## src/rtl/polygon_edge_builder.sv

```systemverilog
// Turns a gap-delimited vertex stream into closed polygon edges, buffered in a FWFT FIFO with
// registered outputs. Define EDGE_DEGENERATE_FILTER_EN to drop zero-length edges before buffering.
module polygon_edge_builder #(
  parameter int WORLD_BITS = 32,
  parameter int FIFO_DEPTH = 16
) (
  input  logic                  clk_in,
  input  logic                  rst_in,
  input  logic                  vertex_valid_in,
  input  logic [WORLD_BITS-1:0] x_in,
  input  logic [WORLD_BITS-1:0] y_in,
  input  logic                  frame_done_in,
  input  logic                  edge_ready_in,
  output logic                  edge_valid_out,
  output logic [WORLD_BITS-1:0] x0_out,
  output logic [WORLD_BITS-1:0] y0_out,
  output logic [WORLD_BITS-1:0] x1_out,
  output logic [WORLD_BITS-1:0] y1_out,
  output logic                  edge_last_out,
  output logic                  frame_done_out,
  output logic                  overflow_out,
  output logic [1:0]            capture_state_out
);

  localparam int AW = $clog2(FIFO_DEPTH);
  localparam int EW = 4 * WORLD_BITS + 1;
  localparam logic [AW:0] PTR_ONE = {{AW{1'b0}}, 1'b1};

  // Encoding is visible on capture_state_out: 0 = no open polygon, 1 = one vertex, 2 = open.
  typedef enum logic [1:0] {
    ST_EMPTY = 2'd0,
    ST_ONE   = 2'd1,
    ST_OPEN  = 2'd2
  } state_t;

  // Handshake: an edge moves downstream on every rising edge where edge_valid_out && edge_ready_in;
  // while valid is high without ready, all edge outputs hold and valid never drops.

  state_t                state;
  logic [WORLD_BITS-1:0] first_x, first_y, prev_x, prev_y;
  logic                  emit_raw, emit;
  logic [WORLD_BITS-1:0] cand_x1, cand_y1;
  logic                  cand_last;
  logic                  pend_valid;
  logic [EW-1:0]         pend_edge;
  logic [EW-1:0]         mem [FIFO_DEPTH];
  logic [AW:0]           wr_ptr, rd_ptr, rd_ptr_n;
  logic                  fifo_full, fifo_empty, pop, push, fire;
  logic                  done_pending;
  logic [EW-1:0]         head_edge;

  always_comb begin
    emit_raw  = 1'b0;
    cand_x1   = x_in;
    cand_y1   = y_in;
    cand_last = 1'b0;
    case (state)
      ST_ONE, ST_OPEN: begin
        if (vertex_valid_in) begin
          emit_raw = 1'b1;
        end else if (state == ST_OPEN) begin
          emit_raw  = 1'b1;
          cand_x1   = first_x;
          cand_y1   = first_y;
          cand_last = 1'b1;
        end
      end
      default: ;
    endcase
  end

`ifdef EDGE_DEGENERATE_FILTER_EN
  assign emit = emit_raw && !((prev_x == cand_x1) && (prev_y == cand_y1));
`else
  assign emit = emit_raw;
`endif

  assign fifo_empty = (wr_ptr == rd_ptr);
  assign fifo_full  = (wr_ptr[AW] != rd_ptr[AW]) && (wr_ptr[AW-1:0] == rd_ptr[AW-1:0]);
  assign pop        = edge_valid_out && edge_ready_in;
  // A pop in the same cycle frees the slot, so a push into a full FIFO still lands.
  assign push       = pend_valid && (!fifo_full || pop);
  assign rd_ptr_n   = pop ? (rd_ptr + PTR_ONE) : rd_ptr;
  assign fire       = done_pending && (state == ST_EMPTY) && !pend_valid && fifo_empty;

  always_ff @(posedge clk_in) begin
    if (!rst_in) begin
      state          <= ST_EMPTY;
      first_x        <= '0;
      first_y        <= '0;
      prev_x         <= '0;
      prev_y         <= '0;
      pend_valid     <= 1'b0;
      pend_edge      <= '0;
      wr_ptr         <= '0;
      rd_ptr         <= '0;
      edge_valid_out <= 1'b0;
      head_edge      <= '0;
      overflow_out   <= 1'b0;
      done_pending   <= 1'b0;
      frame_done_out <= 1'b0;
    end else begin
      case (state)
        ST_EMPTY: if (vertex_valid_in) begin
          first_x <= x_in;
          first_y <= y_in;
          prev_x  <= x_in;
          prev_y  <= y_in;
          state   <= ST_ONE;
        end
        ST_ONE: if (vertex_valid_in) begin
          prev_x <= x_in;
          prev_y <= y_in;
          state  <= ST_OPEN;
        end else begin
          state <= ST_EMPTY;
        end
        ST_OPEN: if (vertex_valid_in) begin
          prev_x <= x_in;
          prev_y <= y_in;
        end else begin
          state <= ST_EMPTY;
        end
        default: state <= ST_EMPTY;
      endcase

      pend_valid <= emit;
      if (emit) pend_edge <= {prev_x, prev_y, cand_x1, cand_y1, cand_last};

      if (push) wr_ptr <= wr_ptr + PTR_ONE;
      if (pend_valid && !push) overflow_out <= 1'b1;

      // Head register looks at the pre-write pointer, so a fresh entry shows one cycle after it lands.
      rd_ptr         <= rd_ptr_n;
      edge_valid_out <= (wr_ptr != rd_ptr_n);
      head_edge      <= mem[rd_ptr_n[AW-1:0]];

      frame_done_out <= fire;
      if (fire) done_pending <= 1'b0;
      else if (frame_done_in) done_pending <= 1'b1;
    end
  end

  always_ff @(posedge clk_in) begin
    if (push) mem[wr_ptr[AW-1:0]] <= pend_edge;
  end

  assign {x0_out, y0_out, x1_out, y1_out, edge_last_out} = head_edge;
  assign capture_state_out = state;

endmodule
```

## config.mk

```make
export PLATFORM = sky130hd
export DESIGN_NAME = polygon_edge_builder
export DESIGN_NICKNAME = d
export VERILOG_FILES = /design/src/rtl/polygon_edge_builder.sv
export SDC_FILE = /design/constraint.sdc
export NUM_CORES = 2
export LEC_CHECK = 0
export ABC_AREA = 1
export ABC_CLOCK_PERIOD_IN_PS = 11750
export BUFFER_PORTS_ARGS = -buffer_cell sky130_fd_sc_hd__buf_2
export CAP_MARGIN = 15
export CORE_MARGIN = 3
export CORE_UTILIZATION = 45
export DETAILED_ROUTE_END_ITERATION = 8
export GPL_TIMING_DRIVEN = 1
export PLACE_DENSITY = 0.66
export SLEW_MARGIN = 30
export SYNTH_ARGS = -nofsm -noshare
export SYNTH_HDL_FRONTEND = slang
export SYNTH_SLANG_ARGS = --single-unit
```

## constraint.sdc

```tcl
create_clock -name clk_in -period 11.75 [get_ports clk_in]
set_input_delay 2.35 -clock clk_in [delete_from_list [all_inputs] [get_ports clk_in]]
set_output_delay 2.35 -clock clk_in [all_outputs]
set_load 0.1 [all_outputs]
```

==> results.md <==
* Detail Route Antenna Nets at 0
* Number of fill cells at 18113
* Reg2reg path depth at 9
* Post-synth design cell area at 0.0974 mm2
* Buffers & Inverters on Critical Path at 4
* Met3 Track Usage GR at 3.28%
* Final hold vios at 0
* Place WS at 5.02 ns
* Critical path startpoint category: primary input
* Min Tclk post-route at 5.88 ns
* Placed cell areas at 0.101 mm2
* Max-cap violations at 0
* Resized Gates After CTS at 0
* R2R Setup Slk at 7.02 ns
* CP Cell Sequence: buf_2 > nand2_1 > o21ai_0 > nand2_4 > clkinv_8 > buf_4 > buf_4 > nand3_1 > nand3_1 > nand2_1
* Total GRT Usage at 23.5%
* DR DRC count at 0
* Final-report max-slew violation count at 0
* Total die area at 0.222 mm2
* Synth warn at 0
* Initial Utilization at 45.3%
* Ratio of total power to cell area at approximately 190 mW/mm2
* Required time of the critical path at about 12 ns
* Die Ht at 471 um
* Worst Setup SP: edge_ready_in
* NumNets Final at 8464
* Routability cong. at 0.785
* Main synth FF type: edfxtp_1
* Worst Setup Path Type: primary input to register
* Placeable Area at 0.215 mm2
* Routed WL at 267000 um
* Endpoints failing setup at 0
* Setup slack after layout at between 5 and 6 ns
* Largest vdd supply drop at 181 uV
* Worst min-delay path category: register to register
* Met1 GRT Util at between 30% and 40%
* Total gr overflow at 0
* Status: complete, no violations
* Syn Inst Count at 8405
* Via Count at between 60000 and 70000
* Slew margin rel. at 29.5%
* IO Pins at 203
* Multi-input gate area in the final layout at approximately 0.022 mm2
* Slowest-stage cell, CP: buf_4
* Cts bufs inserted at 239
* #FFs+latches synth at 2467
* CTS Hold Bufs at 0
* Antenna violations before repair at 22
* WP depth at 10
* WHS at about 0.45 ns
* Non-filler instance count after layout at 11453
* Cells after DPL at roughly 11000
* Worst setup endpoint: head_edge[24]$_SDFF_PN0_
* Post-route design area at 0.109 mm2
* CP Capture Type: register
* Post-synth EDFFs at just over 2000
* Row cnt at 170
* Die Span X at 471 um
* M2 GR Usage at 38.4%
* Flip-flop and latch area at between 0.07 and 0.08 mm2
* Critical Path Max Stage Delay at 0.90 ns
* Vias in the first global route at 60136
* RSZ-0062 raised after global routing: false
* Clock buffer depth at 3
* TritonRoute pass-1 iters at 6
* R2r endpoint: head_edge[24]$_SDFF_PN0_
* Syn Nets at roughly 8500
* Crit Path Max Fanout at 142
* Top Family by Delay on Critical Path: buffers and inverters
* Reg2reg start: edge_valid_out$_SDFF_PN0_
* Share of layout cells above drive strength 1 at 8.10%
* Area Growth Syn to Fin at 12.0%
* Via/cell ratio at 5.54
* Global routing's busiest layer: met2
* Setup Fix Bufs, Post-CTS at 0
* Clock transition at the registers of the reported paths at ~0.06 ns
* Cell variety after synth at 24
* Post-DP HPWL at 133000 um
* Initial DRC Count at 6962
* Slew @ Worst Pin at ~1.1 ns
* CTS tree: built
* CP arrival at 6.61 ns
* Period utilisation layout at 50.1%
* Clock Skew at 0.0635 ns
* Post-layout util at 50.7%
* Fmax at 0.170 GHz
* CTS root buf: clkbuf_16
* Largest net degree at the start of global routing at 271
* Average wire per standard cell at 23.3 um
* Syn Area/Cell at 11.6 um2
* Clock Sinks at 2467
* Asr flop ratio synth at 0%
* First-pass GRT wire length at 392000 um
* Leakage at 41.5 nW
* H-Tree Depth at 4
* Sequential area share after synthesis at 71.9%
* Worst-Skew Late Latency at 0.90 ns
* Count of input and output buffers at 202
==> cells in the mapped netlist, types with 10 or more instances <==
library cell     n  share of area, %
ha_1            10              0.13
buf_2          132              0.68
clkbuf_1       358               1.4
o211ai_1       435               3.4
buf_1           64              0.25
nand3_1       1013               5.2
nor2_1         226              0.87
o21ai_0        576               3.0
a21oi_1        552               2.8
nand3b_1       106              0.82
edfxtp_1      2064                64
inv_1         1008               3.9
nand2_1       1425               5.5
dfxtp_1        403               8.3
==> sequential cells by signal, indices dropped and copies added (netlist names) <==
name,count
done_pending,1
pend_valid,1
mem,2064
head_edge,129
capture_state_out,2
first_y,32
overflow_out,1
pend_edge,129
rd_ptr,5
prev_x,32
edge_valid_out,1
frame_done_out,1
wr_ptr,5
first_x,32
prev_y,32
==> metal layers <==
| metal | share of wire [%] | vias up |
|---|---|---|
| li1 | - | 29218 |
| met1 | 41 | 31095 |
| met2 | 48 | 2699 |
| met3 | 7.6 | 466 |
| met4 | 3.3 | 8 |
| met5 | 0.020 | - |
==> power breakdown <==
group          internal (mW)  switching (mW)  leakage (nW)  total, mW
combinational          0.646            2.15          15.4       2.79
sequential              9.74           0.284          22.2       10.0
clock                   4.37            3.33          3.91       7.70
==> placed cells by master (no fill, tap or decap), types with 5 or more instances in the layout <==
master,n
edfxtp_1,2064
nand2_1,1419
nand3_1,1011
inv_1,1008
o21ai_0,575
a21oi_1,552
o211ai_1,435
dfxtp_1,403
clkbuf_16,239
nor2_1,211
buf_2,201
nand3b_1,106
clkbuf_1,69
buf_4,60
clkinv_2,47
clkbuf_8,38
clkinv_1,25
buf_12,23
nor2_4,16
bufinv_16,16
diode_2,14
ha_1,10
buf_6,10
xor2_1,7
xnor2_1,6
nand2_4,6
clkinv_16,6
inv_16,5
clkinvlp_4,5
buf_16,5
==> final cells by class <==
cell class,instances,area share [%]
Clock buffer,346,6.20
Multi-Input combinational cell,4366,19.7
Timing Repair Buffer,299,1.99
Tap cell,2838,3.25
Clock inverter,111,1.11
Inverter,1012,3.50
Sequential cell,2467,64.2
Antenna cell,14,0.0321
==> tightest hold or removal path: cells and delay by family (launching register included) <==
kind / cells / cell delay (ns)
AOI/OAI and AO/OA: 1 / 0.05
buffers and inverters: 1 / 0.05
DFF: 1 / 0.30
==> metrics by stage <==
stage          setup TNS, ns  power, mW
3_3_place_gp               0       12.9
5_1_grt                    0       21.3
2_1_floorplan        -271.33       12.2
6_report                   0       20.5
4_1_cts                    0       20.6
3_5_place_dp               0       13.0
==> worst min-delay path by stage <==
| stage | from | cells after the start | to | slack [ns] |
|---|---|---|---|---|
| after CTS | first_y[12]$_SDFFE_PN0P_ | 2 | first_y[12]$_SDFFE_PN0P_ | 0.45 |
| final | first_x[4]$_SDFFE_PN0P_ | 2 | first_x[4]$_SDFFE_PN0P_ | 0.45 |
| after detailed placement | first_y[12]$_SDFFE_PN0P_ | 2 | first_y[12]$_SDFFE_PN0P_ | 0.44 |
| after floorplan | first_x[0]$_SDFFE_PN0P_ | 2 | first_x[0]$_SDFFE_PN0P_ | 0.42 |
| after global routing | first_y[12]$_SDFFE_PN0P_ | 2 | first_y[12]$_SDFFE_PN0P_ | 0.47 |
| after global placement | first_y[2]$_SDFFE_PN0P_ | 2 | first_y[2]$_SDFFE_PN0P_ | 0.43 |
==> cells by family after synthesis <==
family                   count (synthesis)  share of synthesized area (%)
AND/OR/NAND/NOR                       2776                           12.4
XOR/XNOR                                15                          0.143
adder cells (fa/ha/maj)                 10                          0.128
AO/OA/AOI/OAI                         1565                           9.16
buffers and inverters                 1572                           6.25
flip-flops                            2467                           71.9
No activity file was read; power rests on OpenSTA's default activity.
